==> src/rtl/led_code_ctrl.sv <==
// Status-LED controller: a free-running heartbeat shares one LED with
// fixed-priority requesters whose numeric codes are flashed as framed blink bursts.
module led_code_ctrl #(
  parameter int N_REQ     = 4,
  parameter int CODE_W    = 4,
  parameter int TICK_DIV  = 12_500_000,
  parameter int ON_TICKS  = 2,
  parameter int OFF_TICKS = 2,
  parameter int GAP_TICKS = 6,
  parameter int HB_W      = 24,
  localparam int ID_W     = (N_REQ > 1) ? $clog2(N_REQ) : 1
) (
  input  logic                    i_clk,
  input  logic                    i_rst,
  input  logic [N_REQ-1:0]        i_req,
  input  logic [N_REQ*CODE_W-1:0] i_code,
  output logic [N_REQ-1:0]        o_ack,
  output logic                    o_busy,
  output logic [ID_W-1:0]         o_grant_id,
  output logic                    o_led
);

  localparam int PS_W    = (TICK_DIV > 1) ? $clog2(TICK_DIV) : 1;
  localparam int MAX_T_A = (ON_TICKS > OFF_TICKS) ? ON_TICKS : OFF_TICKS;
  localparam int MAX_T   = (GAP_TICKS > MAX_T_A) ? GAP_TICKS : MAX_T_A;
  localparam int TM_W    = $clog2(MAX_T + 1);

  typedef enum logic [2:0] {
    IDLE = 3'd0,
    LEAD = 3'd1,
    ON   = 3'd2,
    OFF  = 3'd3,
    TAIL = 3'd4,
    DONE = 3'd5
  } state_t;

  state_t              state_r;
  logic [HB_W-1:0]     hb_r;
  logic [PS_W-1:0]     presc_r;
  logic [TM_W-1:0]     tmr_r;
  logic [CODE_W-1:0]   cnt_r;
  logic [ID_W-1:0]     grant_r;
  logic                led_r;
  logic                busy_r;
  logic [N_REQ-1:0]    ack_r;

  logic                any_req_s;
  logic [ID_W-1:0]     req_id_s;
  logic [CODE_W-1:0]   req_code_s;
  logic                tick_s;
  logic [TM_W-1:0]     lim_s;
  logic                phase_end_s;
  logic [CODE_W-1:0]   cnt_dec_s;

  function automatic logic [N_REQ-1:0] id_onehot(input logic [ID_W-1:0] id);
    id_onehot = N_REQ'(1'b1) << id;
  endfunction

  // Fixed-priority pick: the lowest set request index wins.
  always_comb begin
    any_req_s = |i_req;
    req_id_s  = {ID_W{1'b0}};
    for (int k = N_REQ - 1; k >= 0; k--) begin
      req_id_s = i_req[k] ? ID_W'(k) : req_id_s;
    end
    req_code_s = i_code[int'(req_id_s)*CODE_W +: CODE_W];
  end

  // Per-state tick limit and end-of-phase detection.
  always_comb begin
    tick_s = (presc_r == PS_W'(TICK_DIV - 1));
    case (state_r)
      LEAD, TAIL: lim_s = TM_W'(GAP_TICKS - 1);
      ON:         lim_s = TM_W'(ON_TICKS - 1);
      OFF:        lim_s = TM_W'(OFF_TICKS - 1);
      default:    lim_s = {TM_W{1'b0}};
    endcase
    phase_end_s = tick_s && (tmr_r == lim_s);
    cnt_dec_s   = cnt_r - CODE_W'(1);
  end

  // Free-running heartbeat; grants never disturb it.
  always_ff @(posedge i_clk) begin
    if (i_rst) begin
      hb_r <= {HB_W{1'b0}};
    end else begin
      hb_r <= hb_r + HB_W'(1);
    end
  end

  // Display sequencer; LED, busy, ack and grant move on the same edge as the state.
  always_ff @(posedge i_clk) begin
    if (i_rst) begin
      state_r <= IDLE;
      presc_r <= {PS_W{1'b0}};
      tmr_r   <= {TM_W{1'b0}};
      cnt_r   <= {CODE_W{1'b0}};
      grant_r <= {ID_W{1'b0}};
      led_r   <= 1'b0;
      busy_r  <= 1'b0;
      ack_r   <= {N_REQ{1'b0}};
    end else begin
      // Prescaler and phase timer restart on every state entry.
      if (phase_end_s || (state_r == IDLE) || (state_r == DONE)) begin
        presc_r <= {PS_W{1'b0}};
        tmr_r   <= {TM_W{1'b0}};
      end else if (tick_s) begin
        presc_r <= {PS_W{1'b0}};
        tmr_r   <= tmr_r + TM_W'(1);
      end else begin
        presc_r <= presc_r + PS_W'(1);
      end

      case (state_r)
        IDLE: begin
          ack_r <= {N_REQ{1'b0}};
          if (any_req_s) begin
            grant_r <= req_id_s;
            cnt_r   <= req_code_s;
            busy_r  <= 1'b1;
            led_r   <= 1'b0;
            if (req_code_s == {CODE_W{1'b0}}) begin
              state_r <= DONE;
              ack_r   <= id_onehot(req_id_s);
            end else begin
              state_r <= LEAD;
            end
          end else begin
            busy_r <= 1'b0;
            led_r  <= hb_r[HB_W-1];
          end
        end
        LEAD: begin
          if (phase_end_s) begin
            state_r <= ON;
            led_r   <= 1'b1;
          end
        end
        ON: begin
          if (phase_end_s) begin
            state_r <= OFF;
            led_r   <= 1'b0;
          end
        end
        OFF: begin
          if (phase_end_s) begin
            cnt_r <= cnt_dec_s;
            if (cnt_dec_s != {CODE_W{1'b0}}) begin
              state_r <= ON;
              led_r   <= 1'b1;
            end else begin
              state_r <= TAIL;
            end
          end
        end
        TAIL: begin
          if (phase_end_s) begin
            state_r <= DONE;
            ack_r   <= id_onehot(grant_r);
          end
        end
        DONE: begin
          state_r <= IDLE;
          ack_r   <= {N_REQ{1'b0}};
          busy_r  <= 1'b0;
          led_r   <= hb_r[HB_W-1];
        end
        default: begin
          state_r <= IDLE;
          ack_r   <= {N_REQ{1'b0}};
          busy_r  <= 1'b0;
          led_r   <= 1'b0;
        end
      endcase
    end
  end

  assign o_ack      = ack_r;
  assign o_busy     = busy_r;
  assign o_grant_id = grant_r;
  assign o_led      = led_r;

endmodule

==> config.mk <==
export PLATFORM = sky130hd
export DESIGN_NAME = led_code_ctrl
export DESIGN_NICKNAME = d
export VERILOG_FILES = /design/src/rtl/led_code_ctrl.sv
export SDC_FILE = /design/constraint.sdc
export NUM_CORES = 1
export LEC_CHECK = 0
export CAP_MARGIN = 20
export CORE_MARGIN = 2
export CORE_UTILIZATION = 50
export DETAILED_ROUTE_END_ITERATION = 8
export PLACE_DENSITY = 0.73
export SLEW_MARGIN = 20
export SYNTH_ARGS = -nofsm -noshare
export SYNTH_HDL_FRONTEND = slang
export SYNTH_SLANG_ARGS = --single-unit
export TNS_END_PERCENT = 100
==> constraint.sdc <==
create_clock -name i_clk -period 4.1 [get_ports i_clk]
set_input_delay 0.82 -clock i_clk [delete_from_list [all_inputs] [get_ports i_clk]]
set_output_delay 0.82 -clock i_clk [all_outputs]
set_load 0.03 [all_outputs]
==> metrics.txt, run 1 <==
post-synth cell types=56; CP required=4.34 ns; Worst Hold Margin=0.4734 ns; pin count of the biggest net entering global routing=40; worst slew pin tran=0.9032 ns; worst reg2reg endpoint=presc_r[3]$_SDFF_PP0_; outcome=completed; final core occ=60.23%; row count=29; CTS Buffer Depth=2; layout cells sized above 1=6.308%; Remaining DRCs=0; CP Max Fanout=10; Tcrit/Tclk final=67.57%; die area=7273 µm²; clock sinks=66; GRT overflow=0; Setup CP Type=input pin to flop; Seq/Total Area, Yosys=40.00%; post-cts resize count=0; worst reg-to-reg path cell count=5; Crit. Startpoint=i_req[2]; worst clock skew=0.007741 ns; Skew-Pair Late Insertion Delay=0.34 ns; die height=85.28 µm; die width=85.28 µm; final slew viol count=0; Num CTS Buffers=9; Slew HR=39.27%; Max-Cap Viols=0; crit end category=flop; IO buf count=29; flop-to-flop setup slack=1.57 ns; worst flop-to-flop path startpoint=presc_r[0]$_SDFF_PP0_; f_max=361.0 MHz; Core Box Area=6386 µm²; # hold bufs at CTS=0; RSZ-0062 raised after global routing=false; Inserted Diodes=0; startpoint types=input pin; Mapped Nets=426; WL final=6.437 mm; clk slew on worst S/H paths=0.07 ns; post-DR vias/cell=5.529; Iteration-0 DRC Markers=135; Layout Nets=450; post-synthesis cell area=3303 µm²; routed vias=2792; Mapped Cells=399; Power Density=360.2 nW/µm²; Setup Viol. Count Final=0; Final Hold Fails=0; Peak supply drop=0.4021 mV; routed length per instance=12.75 µm; clock root buffer=clkbuf_8; Synth Warn #=0; TNS Setup=0 ns; GRT Overall Usage=19.25%; first-pass GRT wire length=11.50 mm; I/O pins=30; TritonCTS clock tree=yes; Synth Flop Type=dfxtp_1; area delta synth->final=16.44%; FF+latch count, synth=66; vias in the first global route=2630; H-tree depth=3; Period minus WS final=2.770 ns; initial antenna violation count=0; Hold Crit Class=flop to flop; Critical Path AT=3.01 ns; async set-or-reset flop fraction in the synthesized netlist=0%; Avg Inst Size Synth=8.279 µm²; DRT antenna net count=0; Critical Path Sink=cnt_r[3]$_SDFFE_PP0P_; post-CTS setup buffers=0; Initial Util=51.72%; 1st-pass router iterations=4; Detail Placement HPWL=4.561 mm; LEAKAGE=1.336 nW; GPL Wtd Cong=0.8005; Post-synth EDFFs=0
==> flip-flops by register name, summed over array words and instances (netlist names) <==
signal / cells
o_ack: 4
o_busy: 1
o_grant_id: 2
cnt_r: 4
presc_r: 24
hb_r: 24
state_r: 3
tmr_r: 3
o_led: 1
==> critical path, cell delays in order <==
cell and delay (ns):
clkdlybuf4s50_1 0.55, or2_2 0.39, o31ai_1 0.74, o31ai_4 0.23, a32o_1 0.27
==> cells by family after synthesis <==
group | count (synthesis) | synth area share [%]
adders and majority gates | 5 | 1.894
and+or+nand+nor | 177 | 27.16
DFF | 66 | 40.00
AOI/OAI and AO/OA | 69 | 14.47
muxes | 1 | 0.3030
buffers and inverters | 37 | 4.507
xor gates and xnor gates | 44 | 11.67
==> metrics by stage <==
stage	cells	area (µm²)	total power [W]	setup WS, ns
final	505	3846	0.001385	1.330
after global routing	505	3846	0.001443	1.218
after floorplan	399	3303	0.0007581	1.566
after CTS	505	3846	0.001398	1.343
after detailed placement	489	3627	0.0008049	1.003
after global placement	489	3627	0.0008020	1.092
==> power breakdown <==
| group | total (W) | switching [W] | internal (W) |
|---|---|---|---|
| Clock | 0.000594 | 0.000237 | 0.000357 |
| Sequential | 0.000666 | 0.0000135 | 0.000653 |
| Combinational | 0.000125 | 0.0000675 | 0.0000573 |
==> cell usage after synthesis (all sizes together) (3+ instances only) <==
library cell,count,area (µm²)
nand4,11,68.82
nand2,26,97.59
xor2,26,227.7
nor3,9,45.04
ha,5,62.56
and4,5,43.79
o32ai,4,35.03
xnor2,18,157.7
or2,5,31.28
or4,3,26.27
clkbuf,12,45.04
and2,4,25.02
or3,8,50.05
o21ai,12,60.06
o31ai,4,43.79
nor4,4,25.02
nor2b,4,25.02
a31oi,6,37.54
and3,9,57.56
a21oi,19,95.09
nand3,15,75.07
inv,19,71.32
nor2,63,236.5
dfxtp,66,1321
buf,6,32.53
==> worst min path at each step <==
stage	startpoint	endpoint	slack, ns	depth (start not counted)
floorplan	presc_r[0]$_SDFF_PP0_	presc_r[0]$_SDFF_PP0_	0.43	1
global placement	presc_r[0]$_SDFF_PP0_	presc_r[0]$_SDFF_PP0_	0.44	1
detailed placement	o_busy$_SDFFE_PP0P_	o_busy$_SDFFE_PP0P_	0.46	2
CTS	o_ack[0]$_SDFFE_PP0P_	o_ack[0]$_SDFFE_PP0P_	0.48	2
global route	hb_r[0]$_SDFF_PP0_	hb_r[0]$_SDFF_PP0_	0.50	1
finish	presc_r[0]$_SDFF_PP0_	presc_r[0]$_SDFF_PP0_	0.47	1
==> area by class of cell <==
type / count / area [µm²]
clock buffer: 11 / 141.4
clock inverter: 5 / 77.57
fill: 584 / 2540
inverter: 19 / 71.32
multi-input combinational: 296 / 1833
sequential: 66 / 1321
tap: 77 / 96.34
timing repair buffer: 31 / 305.3
==> routing by layer <==
metal	wire [µm]	up-vias	track usage [%]	part of all wire [%]
li1	-	1452	-	-
met1	3001	1277	23.77	47
met2	3053	52	32.10	47
met3	273	11	5.156	4.2
met4	108	0	7.215	1.7
met5	0	-	0	0
==> placed cells by master, fill, tap and decap left out, types with 3 or more instances in the layout <==
cell             instances
nand2_1                 26
clkdlybuf4s50_1         29
and3_1                   8
inv_1                   19
nand4_1                 11
ha_1                     5
nor3_1                   9
o21ai_0                 12
a31oi_1                  6
o31ai_1                  3
dfxtp_1                 66
nand3_1                 15
nor2_1                  63
xor2_1                  26
a21oi_1                 19
o32ai_1                  4
and4_1                   5
or3_1                    8
nor2b_1                  4
clkbuf_8                10
and2_1                   4
xnor2_1                 18
nor4_1                   4
or2_2                    4
(Power assumes the default switching activity.)
==> run 2, diff against run 1 <==
- PLACE_DENSITY: 0.73 -> 0.76
- clock period: 4.1 -> 2.4 ns (I/O delays scaled with it)
==> run 2 against run 1 <==
  * Register-to-register slack got worse by 1.4 ns
  * Clock power increased by 48%
  * Critical path depth rose by 1
  * Sequential share of layout area fell by 1.4 points
  * Largest power group unchanged
  * Clock skew grew 0.0021 ns
==> metrics.txt, run 2 (same netlist as run 1, synthesis figures left out) <==
routed length per instance=13.24 µm (+3.9%); CP bufs+invs=0 (-1); Max-Cap Viols=0 (unchanged); Placement Cell Area=3807 µm² (+5.0%); outcome=completed; Num CTS Buffers=9 (unchanged); clk slew on worst S/H paths=0.08 ns (about the same); Skew-Pair Late Insertion Delay=0.34 ns (about the same); Regs by FF count=hb_r (24), presc_r (24); worst flop-to-flop path startpoint=presc_r[15]$_SDFF_PP0_; Core Box Area=6386 µm² (unchanged); most common cell after layout, fill and taps aside=dfxtp_1; first-pass GRT wire length=12.45 mm (+8.3%); CP Max Fanout=5 (-5); Remaining DRCs=0 (unchanged); startpoint types=flop; Power Density=563.1 nW/µm² (+56%); worst reg-to-reg path cell count=6 (+1); hold path startpoint=o_busy$_SDFFE_PP0P_; worst slew pin tran=0.5093 ns (-0.3939 ns); Slew HR=65.73% (+26 points); Setup Viol. Count Final=0 (unchanged); delay-heaviest family, CP=simple AND/OR/NAND/NOR gates; pin count of the biggest net entering global routing=38 (-5.0%); Clock power frac=38.9% (-4.0 points); die width=85.28 µm (unchanged); Internal=0.001650 W (+55%); register share of total power=50.2% (+2.1 points); Final Non-Filler Cells=529 (+4.8%); Sw Pwr=0.0006076 W (+91%); GRT Overall Usage=20.94% (+1.7 points); IO buf count=29 (unchanged); placed cells=513 (+4.9%); Tcrit/Tclk final=94.51%; vias in the first global route=2834 (+7.8%); Worst Hold Margin=0.4722 ns (-0.001146 ns); WL final=7.006 mm (+8.8%); CP required=2.63 ns (-1.71 ns); Layout Nets=474 (+5.3%); clock root buffer=clkbuf_8; # hold bufs at CTS=0 (unchanged); H-tree depth=3 (unchanged); die height=85.28 µm (unchanged); Inserted Diodes=0 (unchanged); Final Hold Fails=0 (unchanged); Peak supply drop=0.4407 mV (+9.6%); crit end category=flop; clock sinks=66 (unchanged); Detail Placement HPWL=4.891 mm (+7.2%); layout cells sized above 1=12.17% (+5.9 points); Pwr Total=0.002257 W (+63%); area delta synth->final=21.36%; TNS Setup=0 ns (unchanged); most frequent cells in the layout=66 x dfxtp_1, 63 x nor2_1, 29 x clkdlybuf4s50_1; sw frac=26.92% (+3.9 points); CP max stage cell=or4_1; GPL Wtd Cong=0.8052 (+0.59%); I/O pins=30 (unchanged); die area=7273 µm² (unchanged); TritonCTS clock tree=yes; row count=29 (unchanged); 1st-pass router iterations=4 (unchanged); LEAKAGE=1.440 nW (+7.8%); Critical Path Stages=6 (+1); Hold Crit Class=flop to flop; slowest cell delay on critical path=0.62 ns (-0.12 ns); Iteration-0 DRC Markers=207 (+53%); CTS Buffer Depth=2 (unchanged); worst clock skew=0.009837 ns (+0.002096 ns); Logic pwr share=10.8% (+1.8 points); Crit. Startpoint=presc_r[15]$_SDFF_PP0_; flop-to-flop setup slack=0.13 ns (-1.44 ns); Period minus WS final=2.268 ns; Setup CP Type=flop to flop; Critical Path AT=2.50 ns (-0.51 ns); GRT overflow=0 (unchanged); DRT antenna net count=0 (unchanged); final slew viol count=0 (unchanged); initial antenna violation count=0 (unchanged); f_max=440.9 MHz; post-DR vias/cell=5.616 (+1.6%); final instance area=4009 µm² (+4.2%); worst path cell trace=nor4bb_2, nand4_1, or4_1, o31ai_4, o21ai_0, a32o_1; routed vias=2971 (+6.4%); Initial Util=51.72% (unchanged); hold depth=2 (+1)
==> run 2: through the flow <==
stage               setup slack (ns)  utilization [%]
CTS                          0.03873            62.58
global placement             0.02278            59.62
global route               -0.004696            62.77
detailed placement          -0.01710            59.62
finish                        0.1318            62.77
floorplan                     0.1460                -
==> run 2: what timing repair did <==
| action | in CTS | in global routing |
|---|---|---|
| pin swaps | 0 | 4 |
| buffers inserted | 0 | 0 |
| endpoints found under the setup margin | 2 | 7 |
| gates resized for setup | 2 | 2 |
==> run 2: final cells by class <==
| type | instances | area (µm²) |
|---|---|---|
| well taps | 77 | 96.34 |
| fillers | 518 | 2377 |
| repair buffers | 55 | 485.5 |
| flip-flops and latches | 66 | 1321 |
| clock inverters | 6 | 48.80 |
| clock buffers | 10 | 137.6 |
| inverters | 19 | 71.32 |
| multi-input cells | 296 | 1848 |
==> run 2: layer usage <==
| metal | track usage, % | share of wire, % | vias up |
|---|---|---|---|
| met5 | 0 | 0 | - |
| met1 | 26.27 | 47 | 1390 |
| met4 | 8.514 | 0.76 | 0 |
| met2 | 34.73 | 47 | 75 |
| met3 | 4.767 | 5.2 | 4 |
| li1 | - | - | 1502 |
==> run 2: path summary, 6_finish.rpt <==
| kind | to |
|---|---|
| setup / recovery | cnt_r[3]$_SDFFE_PP0P_ |
| hold / removal | o_busy$_SDFFE_PP0P_ |
| setup reg to reg | cnt_r[3]$_SDFFE_PP0P_ |
| hold reg to reg | o_busy$_SDFFE_PP0P_ |
==> run 2: power groups by stage <==
stage / logic (W) / registers, W / clock network [W]
finish: 0.000245 / 0.00113 / 0.000878
CTS: 0.000244 / 0.00113 / 0.000908
detailed placement: 0.000242 / 0.00116 / 0
global placement: 0.000240 / 0.00116 / 0
floorplan: 0.000130 / 0.00117 / 0
global route: 0.000271 / 0.00114 / 0.000951
==> run 2: tightest hold or removal path: stages (launching register included) <==
cell and delay (ns):
dfxtp_1 0.32, nand2_1 0.05, a21oi_1 0.05
==> run 3, diff against run 2 <==
- CORE_MARGIN: 2 -> unset
- SLEW_MARGIN: 20 -> unset
==> run 3 against run 2 <==
  * Sequential cell count unchanged
  * Critical path depth unchanged
  * Final cell count decreased by 0.76%
  * Hold slack got worse by 0.0035 ns
  * Sequential share of layout area decreased by 0.081 points
  * Clock power increased by 4.8%
  * Combinational power decreased by 3%
  * Clock skew decreased by 0.0031 ns
  * Largest power group unchanged
  * Highest routed layer unchanged
==> metrics.txt, run 3 (same netlist as run 1, synthesis figures left out) <==
most frequent cells in the layout=64 x dfxtp_1, 63 x nor2_1, 29 x clkdlybuf4s50_1; Core Box Area=6350 µm² (-0.57%); Pwr Total=0.002293 W (+1.6%); startpoint types=flop; clock sinks=66 (unchanged); Detail Placement HPWL=4.835 mm (-1.1%); routed length on met3=313 µm (-15%); Iteration-0 DRC Markers=160 (-23%); WL final=6.872 mm (-1.9%); routed vias=2934 (-1.2%); Peak supply drop=0.4535 mV (+2.9%); Critical Path AT=2.52 ns (+0.02 ns); Num CTS Buffers=9 (unchanged); Regs by FF count=hb_r (24), presc_r (24); row count=29 (unchanged); Initial Util=52.02% (+0.30 points); routed length per instance=13.09 µm (-1.2%); GRT overflow=0 (unchanged); worst clock skew=0.006695 ns (-0.003142 ns); vias in the first global route=2828 (-0.21%); crit end category=flop; outcome=completed; f_max=445.6 MHz (+1.1%); pin count of the biggest net entering global routing=25 (-34%); Slew HR=57.14% (-8.6 points); Hold Crit Class=flop to flop; GPL Wtd Cong=0.8591 (+6.7%); Power Density=569.5 nW/µm² (+1.1%); Final Hold Fails=0 (unchanged); IO buf count=29 (unchanged); worst slew pin tran=0.6371 ns (+0.1278 ns); first-pass GRT wire length=12.28 mm (-1.4%); die area=6936 µm² (-4.6%); # hold bufs at CTS=0 (unchanged); Setup CP Type=flop to flop; area delta synth->final=21.89%; Skew-Pair Late Insertion Delay=0.34 ns (about the same); Period minus WS final=2.244 ns (-0.02397 ns); Inserted Diodes=0 (unchanged); DRT antenna net count=0 (unchanged); RSZ-0062 raised after global routing=false; TritonCTS clock tree=yes; I/O pins=30 (unchanged); wl on met1=3.224 mm (-2.2%); Fillers=526 (+1.5%); Layout Nets=472 (-0.42%); CP Max Fanout=7 (+2); initial antenna violation count=0 (unchanged); Max-Cap Viols=0 (unchanged); Worst Hold Margin=0.4687 ns (-0.003494 ns); CTS Buffer Depth=2 (unchanged); GRT Overall Usage=21.56% (+0.62 points); Post-Place Setup Slack=-0.03270 ns (-0.01560 ns); final slew viol count=0 (unchanged); clk slew on worst S/H paths=0.07 ns (about the same); die height=83.28 µm (-2.3%); Setup Viol. Count Final=0 (unchanged); CP required=2.68 ns (+0.05 ns); DR top layer=met4; Tcrit/Tclk final=93.51% (-1.0 points); layout cells sized above 1=12.05% (-0.11 points); H-tree depth=3 (unchanged); DR WL met2=3.211 mm (-2.4%); 1st-pass router iterations=6 (+2); final worst slack=0.1557 ns (+0.02397 ns); clock root buffer=clkbuf_8; Remaining DRCs=0 (unchanged); LEAKAGE=1.453 nW (+0.89%); post-DR vias/cell=5.589 (-0.49%); die width=83.28 µm (-2.3%); most common cell after layout, fill and taps aside=dfxtp_1
## run 3: changes by cell type in the layout (fill, tap and decap cells not counted), moves of 2 or more
cell / delta
buf_4: -3
dfxtp_2: +2
dfxtp_1: -2
inv_6: -2
clkinvlp_4: -2
## run 3: critical path: stages, from the launching register on
cell and delay [ns]:
dfxtp_1 0.35, ha_1 0.21, nand4_1 0.19, or4_4 0.58, or2_4 0.30, or4_1 0.40
a21oi_1 0.15
## run 3: metal layers
metal,vias to the layer above,GRT usage [%]
met3,14,7.058
met2,56,36.14
met4,0,7.053
li1,1494,-
met1,1370,26.02
met5,-,0
## run 3: report_power, final
| group | total [W] | internal (W) | switching, W |
|---|---|---|---|
| clock network | 0.000920 | 0.000521 | 0.000399 |
| logic | 0.000237 | 0.000116 | 0.000121 |
| registers | 0.00114 | 0.00112 | 0.0000199 |
| total | 0.00229 | 0.00175 | 0.000540 |
## run 3: cell type report
class	instances	area, µm²	share of cell area, %
timing repair buffer	53	483.0	12.00
sequential	66	1324	32.88
tap	77	96.34	2.393
clock inverter	3	40.04	0.9944
multi-input combinational	296	1861	46.21
clock buffer	11	151.4	3.760
inverter	19	71.32	1.771
## run 3: final timing paths
kind / startpoint / to / slack, ns / cells past startpoint
min: o_busy$_SDFFE_PP0P_ / o_busy$_SDFFE_PP0P_ / 0.47 / 2
max: presc_r[1]$_SDFF_PP0_ / state_r[2]$_SDFFE_PP0P_ / 0.16 / 6
min reg2reg: o_busy$_SDFFE_PP0P_ / o_busy$_SDFFE_PP0P_ / 0.47 / 2
max reg2reg: presc_r[1]$_SDFF_PP0_ / state_r[2]$_SDFFE_PP0P_ / 0.16 / 6
## run 3: what timing repair did
action / 4_1_cts / 5_1_grt
gates cloned: 0 / 0
endpoints found under the setup margin: 6 / 10
pin swaps: 0 / 5
setup buffers: 0 / 1
gates resized for setup: 1 / 6
## run 3: through the flow
step	std cells	cell area (µm²)	TNS, ns	utilization, %
floorplan	399	3303	0	-
global placement	510	3797	-0.1810	59.80
detailed placement	510	3797	-0.1310	59.80
CTS	524	3995	0	62.92
global route	525	4026	0	63.41
finish	525	4026	0	63.41
